===== src/rtl/imm_extend_pipe.sv =====
// rtl/imm_extend_pipe.sv - immediate zero/sign/upper extender with a DEPTH-entry result FIFO; IMM_EXTEND_LUI_EN enables the upper (LUI) mode
module imm_extend_pipe #(
  parameter int IN_W  = 16,
  parameter int OUT_W = 32,
  parameter int DEPTH = 2
) (
  input  logic                     clk,
  input  logic                     reset,
  input  logic                     in_valid,
  output logic                     in_ready,
  input  logic [IN_W-1:0]          in_imm,
  input  logic [1:0]               in_mode,
  output logic                     out_valid,
  input  logic                     out_ready,
  output logic [OUT_W-1:0]         out_data,
  output logic                     out_err,
  output logic [$clog2(DEPTH):0]   occupancy
);

  localparam int PW = $clog2(DEPTH);
  localparam int CW = PW + 1;
  localparam int PAD_W = OUT_W - IN_W;

  localparam logic [CW-1:0] FULL_CNT = CW'(DEPTH);
  localparam logic [CW-1:0] CNT_ONE  = CW'(1);
  localparam logic [PW-1:0] PTR_ONE  = PW'(1);

  localparam logic [1:0] MODE_ZERO  = 2'b00;
  localparam logic [1:0] MODE_SIGN  = 2'b01;
`ifdef IMM_EXTEND_LUI_EN
  localparam logic [1:0] MODE_UPPER = 2'b10;
`endif

  logic [OUT_W-1:0] data_mem [DEPTH];
  logic             err_mem  [DEPTH];
  logic [PW-1:0]    rd_ptr;
  logic [PW-1:0]    wr_ptr;
  logic [CW-1:0]    count;

  logic [OUT_W-1:0] ext_data;
  logic             ext_err;
  logic             push;
  logic             pop;

  // Handshake flags come straight from the registered count, so a pop at
  // full cannot open a slot for a push in the same cycle.
  assign in_ready  = (count < FULL_CNT);
  assign out_valid = (count != '0);
  assign occupancy = count;
  assign push      = in_valid && in_ready;
  assign pop       = out_valid && out_ready;

  // Head entry is read from storage; nothing computed this cycle bypasses to the output.
  assign out_data  = data_mem[rd_ptr];
  assign out_err   = err_mem[rd_ptr];

  // Extend the incoming immediate; any mode without a legal meaning stores zero with the error flag.
  always_comb begin
    ext_data = '0;
    ext_err  = 1'b0;
    case (in_mode)
      MODE_ZERO:  ext_data = {{PAD_W{1'b0}}, in_imm};
      MODE_SIGN:  ext_data = {{PAD_W{in_imm[IN_W-1]}}, in_imm};
`ifdef IMM_EXTEND_LUI_EN
      MODE_UPPER: ext_data = {in_imm, {PAD_W{1'b0}}};
`endif
      default:    ext_err  = 1'b1;
    endcase
  end

  // FIFO state: reset clears every entry so the head reads as zero afterwards.
  always_ff @(posedge clk) begin
    if (reset) begin
      rd_ptr <= '0;
      wr_ptr <= '0;
      count  <= '0;
      for (int i = 0; i < DEPTH; i++) begin
        data_mem[i] <= '0;
        err_mem[i]  <= 1'b0;
      end
    end else begin
      if (push) begin
        data_mem[wr_ptr] <= ext_data;
        err_mem[wr_ptr]  <= ext_err;
        wr_ptr           <= wr_ptr + PTR_ONE;
      end
      if (pop) begin
        rd_ptr <= rd_ptr + PTR_ONE;
      end
      case ({push, pop})
        2'b10:   count <= count + CNT_ONE;
        2'b01:   count <= count - CNT_ONE;
        default: count <= count;
      endcase
    end
  end

endmodule

===== config.mk =====
export PLATFORM = sky130hd
export DESIGN_NAME = imm_extend_pipe
export DESIGN_NICKNAME = d
export VERILOG_FILES = /design/src/rtl/imm_extend_pipe.sv
export SDC_FILE = /design/constraint.sdc
export NUM_CORES = 1
export LEC_CHECK = 0
export CORE_MARGIN = 2
export CORE_UTILIZATION = 45
export CTS_BUF_LIST = sky130_fd_sc_hd__clkbuf_4
export DETAILED_ROUTE_END_ITERATION = 7
export PLACE_DENSITY = 0.79
export RECOVER_POWER = 100
export SYNTH_ARGS = -nofsm -noshare
export SYNTH_HDL_FRONTEND = slang
export SYNTH_SLANG_ARGS = --single-unit

===== constraint.sdc =====
create_clock -name clk -period 3.7 [get_ports clk]
set_input_delay 0.37 -clock clk [delete_from_list [all_inputs] [get_ports clk]]
set_output_delay 0.37 -clock clk [all_outputs]
set_load 0.005 [all_outputs]

==> impl_metrics.yaml, run 1 <==
clocking:
  ctsResizeCount: 0
  htree_levels: 2
  post_cts.repair.setup_buffers: 0
  clockRootBuffer: "clkbuf_4"
  clockBufferDepth: 2
  worstSkewPairLatency_ns: 0.34
  cts_buffers: 5
  cts.sinks: 41
  tritoncts: "built"
  clkSlewWorstSetupHoldPaths_ns: 0.10
  cts_hold_buffers: 0
synthesis:
  synth_top_flop_cell: "edfxtp_1"
  syn_avg_cell_area_sq_um: 12.2
  yosysSeqAreaShare_pct: 62.2
  synthArstFlopShare_pct: 0
  synth_top_family_by_area: "simple AND/OR/NAND/NOR gates"
  synth_commonest_cells: "nor2_1, edfxtp_1, mux2_2"
  synth_warnings: 0
  synth_compound_area_share_pct: 1.32
  synth_xor_area_share_pct: 1.84
  synth_cell_types: 25
  synth.area.top_cells: "edfxtp_1, mux2_2, nor2_1, buf_4, dfxtp_1"
  synth_area_leader_cell: "edfxtp_1"
  syn_inst: 156
  syn_area_sq_um: 1900
  synth_mux_area_share_pct: 10.7
  yosysMostFrequentCell: "nor2_1"
  ys_ff_latch: 41
  yosys.area_share.adder_pct: 0.659
  synth_top_area_share_pct: 56.9
  synth_edf_count: 36
  synth_simple_gate_area_share_pct: 13.8
  syn-num-nets: 179
drt:
  post-route-drc-count: 0
  dr.pass1.iters: 4
  routed_wl_um: 3480
  drtAntennaViolNets: 0
  vias: 1220
  drt-wirelength-per-cell_um: 14.0
  drt_iter0_markers: 46
  vias_per_cell: 4.92
floorplan:
  rows: 23
  die-area_sq_um: 4760
  die_h_um: 69.0
  start_util_pct: 47.1
  die_w_um: 69.0
  pin_count: 59
  core_sq_um: 4030
global_routing:
  grt_pass1_wl_um: 5450
  antenna_found_initial: 0
  grt_max_degree: 20
  grt.total_usage_pct: 16.0
  overflow: 0
  grt_pass1_vias: 1238
sta:
  fin_tns_setup_ns: 0
  period_share_pct: 73.2
  final_hold_viol_count: 0
  finalSetupViolCount: 0
  worst_pin_slew_ns: 1.66
  fmax_ghz: 0.369
  finalCriticalPeriod_ns: 2.71
  skew_ns: 0.00756
  slew_viol_final: 19
  slew_headroom_pct: -10.7
  timing.hold.ws_ns: 0.531
  grt_setup_unrepaired: "false"
placement:
  port_buffers: 58
  dpl.hpwl_um: 2440
  place_congestion: 0.717
  dpl.cell_count: 241
worst_setup_path:
  crit_path_max_fanout: 18
  worst_ep_required_time_ns: 3.33
  slowest_stage: "dfxtp_1"
  crit_path_end_kind: "output port"
  start_kind: "register"
  arrival_ns: 2.34
  worstPathCellList: "mux2_1, dlygate4sd3_1"
  cpPeakStageDelay_ns: 0.84
  crit_type: "register to output port"
  critPathBufInv: 1
  path_delay_family: "flip-flops"
hold_path:
  hold_path.class: "register to register"
status:
  violations: "max-capacitance violations, max-slew violations"
  status: "finished, violations left"
finish:
  final_util_pct: 59.8
  fin_cells: 248
  drive_gt1_share_pct: 12.1
  layout.nets: 221
  area.growth.synth_to_final_pct: 26.9
  diodes: 0
power:
  p_leak_uw: 0.000948
  p_per_area_nw_per_um2: 566
  peakVddDrop_uv: 435
run:
  max_cap_violations: 1
logic make-up (layout without fill, tap and decap cells):
kind of cell,count (synthesis),after routing
DFF,41,41
muxes,18,18
adders and majority gates,1,1
and+or+nand+nor,63,63
xor gates and xnor gates,4,4
buffers and inverters,25,67
AOI/OAI and AO/OA,4,4
registers in the layout, indices dropped and copies added (netlist names), named ones only:
| register | flops |
|---|---|
| data_mem | 34 |
| rd_ptr | 1 |
| occupancy | 2 |
| err_mem | 2 |
| wr_ptr | 1 |
power by group:
group	total (uW)	leakage, uW	switching [uW]	internal (uW)
combinational	498	0.000496	188	310
clock	212	0.0000292	135	76.5
sequential	656	0.000423	62.6	593
total	1370	0.000948	386	979
worst register-to-register path, cell delays in order (launching register included):
cell	delay (ns)
dfxtp_1	0.37
nand2b_1	0.24
or3b_1	0.65
nand2b_1	0.72
routing by layer:
metal	up-vias	GRT usage, %	part of all wire, %
met5	-	0	0
met4	0	3.68	0.83
met3	4	4.55	6.2
met2	51	31.0	54
met1	572	17.0	39
li1	593	-	-
metrics by stage:
stage	power, uW	instance area (sq um)	worst slack, ns
2_1_floorplan	968	1900	1.82
3_3_place_gp	1210	2370	1.06
3_5_place_dp	1230	2370	0.968
4_1_cts	1440	2420	1.09
5_1_grt	1450	2410	0.782
6_report	1370	2410	0.991
path summary, 6_finish.rpt:
kind	start	end	slack, ns	depth (start not counted)
setup / recovery	register	out_data[19]	0.99	2
hold / removal	rd_ptr	register	0.53	2
setup reg to reg	occupancy[1]	data_mem[1][0]	1.35	3
hold reg to reg	rd_ptr	register	0.53	2
cell usage in the layout (no fill, tap or decap), drive strengths merged, types with 5 or more instances in the layout:
cell and instances:
nor2 40, edfxtp 36, dlygate4sd3 36, clkdlybuf4s50 22, mux2 18, nand2 16, clkbuf 6, dfxtp 5
area by class of cell:
| cell class | count | area [sq um] |
|---|---|---|
| Clock buffer | 6 | 45.0 |
| Clock inverter | 1 | 3.75 |
| Fill cell | 327 | 1620 |
| Inverter | 2 | 7.51 |
| Multi-Input combinational cell | 90 | 531 |
| Sequential cell | 41 | 1180 |
| Tap cell | 50 | 62.6 |
| Timing Repair Buffer | 58 | 581 |
Power figures use the tool's default switching activity.
==> inputs of run 2 (changes only) <==
==> constraint.sdc (replaced) <==
create_clock -name clk -period 2.78 [get_ports clk]
set_input_delay 0.278 -clock clk [delete_from_list [all_inputs] [get_ports clk]]
set_output_delay 0.278 -clock clk [all_outputs]
set_load 0.005 [all_outputs]
==> run 2 against run 1 <==
Effect of this change: the flow still finishes with violations (max-capacitance violations, max-slew violations); via count up 1.7%; first-iteration DRC count down 35%; setup slack worse by 0.58 ns; sequential power up 30%; critical path depth up 1; hold slack better by 0.031 ns; clock power up 46%; register-to-register slack worse by 0.86 ns.
==> impl_metrics.yaml, run 2 (same netlist as run 1, synthesis figures left out) <==
status:
  status: "finished, violations left"
  violations: "max-capacitance violations, max-slew violations"
worst_setup_path:
  worst_ep_required_time_ns: 2.50
  crit_path_max_fanout: 10
  crit_path_end_kind: "output port"
  slowest_stage: "dfxtp_1"
  crit_type: "register to output port"
  start_kind: "register"
  worstPathCellList: "clkbuf_2, mux2_2, clkdlybuf4s50_1"
  cpPeakStageDelay_ns: 0.58
  arrival_ns: 2.09
drt:
  dr.pass1.iters: 4
  drtAntennaViolNets: 0
  post-route-drc-count: 0
  routed_wl_um: 3430
  drt_iter0_markers: 30
  drt-wirelength-per-cell_um: 13.6
  vias_per_cell: 4.92
  vias: 1241
global_routing:
  antenna_found_initial: 0
  grt_pass1_wl_um: 5410
  grt.total_usage_pct: 16.2
  grt_pass1_vias: 1198
  overflow: 0
  grt_max_degree: 20
power:
  seq_power_share_pct: 45.7
  p_clk_share_pct: 16.6
  p_per_area_nw_per_um2: 765
  intPower_uw: 1350
  p_leak_uw: 0.000944
  power.switching_uw: 510
  peakVddDrop_uv: 494
  swShare_pct: 27.4
  p_comb_share_pct: 37.7
placement:
  preCtsSetupSlack_ns: 0.764
  place_congestion: 0.688
  port_buffers: 58
  dpl.hpwl_um: 2430
  dpl.cell_count: 244
finish:
  num-fill-cells: 319
  top_register: "data_mem"
  diodes: 0
  final_util_pct: 60.4
  fin_cells: 252
  final_common_cell: "nor2_1"
  final_cell_mix: "nor2_1, edfxtp_1, clkdlybuf4s50_1, dlygate4sd3_1"
  drive_gt1_share_pct: 12.9
  area.growth.synth_to_final_pct: 28.2
  layout.nets: 224
  largest_reg_flops: 34
clocking:
  tritoncts: "built"
  clockBufferDepth: 2
  clockRootBuffer: "clkbuf_4"
  cts.sinks: 41
  htree_levels: 2
  cts_hold_buffers: 0
  worstSkewPairLatency_ns: 0.34
  cts_buffers: 5
  ctsResizeCount: 0
  clkSlewWorstSetupHoldPaths_ns: 0.11
  post_cts.repair.setup_buffers: 0
sta:
  worst_pin_slew_ns: 1.66
  grt_setup_unrepaired: "false"
  fin_tns_setup_ns: 0
  timing.hold.ws_ns: 0.563
  skew_ns: 0.00366
  slew_headroom_pct: -10.8
  finalSetupViolCount: 0
  slew_viol_final: 19
  finalCriticalPeriod_ns: 2.36
  period_share_pct: 85.0
  final_hold_viol_count: 0
  fmax_ghz: 0.423
  setup_slack_ns: 0.416
run:
  max_cap_violations: 1
hold_path:
  hold_path.class: "register to register"
floorplan:
  die_w_um: 69.0
  die_h_um: 69.0
  rows: 23
  start_util_pct: 47.1
  core_sq_um: 4030
  pin_count: 59
  die-area_sq_um: 4760
-- run 2: power by group through the flow --
| stage | registers [uW] | logic (uW) | clock network (uW) |
|---|---|---|---|
| after floorplan | 838 | 451 | 0 |
| after global placement | 860 | 772 | 0 |
| after detailed placement | 869 | 781 | 0 |
| after CTS | 855 | 786 | 313 |
| after global routing | 866 | 783 | 336 |
| final | 852 | 702 | 310 |
-- run 2: per-layer routing --
| layer | global-route usage (%) | share of wire (%) | wire length [um] | vias up |
|---|---|---|---|---|
| li1 | - | - | - | 599 |
| met1 | 17.3 | 39 | 1350 | 582 |
| met2 | 29.8 | 53 | 1820 | 54 |
| met3 | 3.08 | 5.9 | 201 | 6 |
| met4 | 8.82 | 1.7 | 60 | 0 |
| met5 | 0 | 0 | 0 | - |
-- run 2: worst paths after layout --
path,endpoint,from,depth (start not counted),slack [ns]
setup reg to reg,data_mem[0][9],occupancy[1],2,0.49
hold reg to reg,occupancy[1],occupancy[1],2,0.56
hold / removal,occupancy[1],occupancy[1],2,0.56
setup / recovery,out_data[15],register,3,0.42
-- run 2: cell type report --
cell class                 count  area (sq um)  share of cell area [%]
multi-input combinational     90           531                    21.8
clock buffer                   8          60.1                    2.47
sequential                    41          1180                    48.5
tap                           50          62.6                    2.57
inverter                       2          7.51                   0.308
timing repair buffer          61           593                    24.4
-- run 2: metrics by stage --
| step | cell area [sq um] | total power, uW |
|---|---|---|
| after CTS | 2460 | 1950 |
| after global routing | 2430 | 1990 |
| final | 2430 | 1860 |
| after floorplan | 1900 | 1290 |
| after detailed placement | 2400 | 1650 |
| after global placement | 2400 | 1630 |
-- run 2: critical path: cells and delay by family (launching register included) --
family | cells | cell delay, ns
DFF | 1 | 0.58
buffers and inverters | 2 | 0.78
muxes | 1 | 0.38
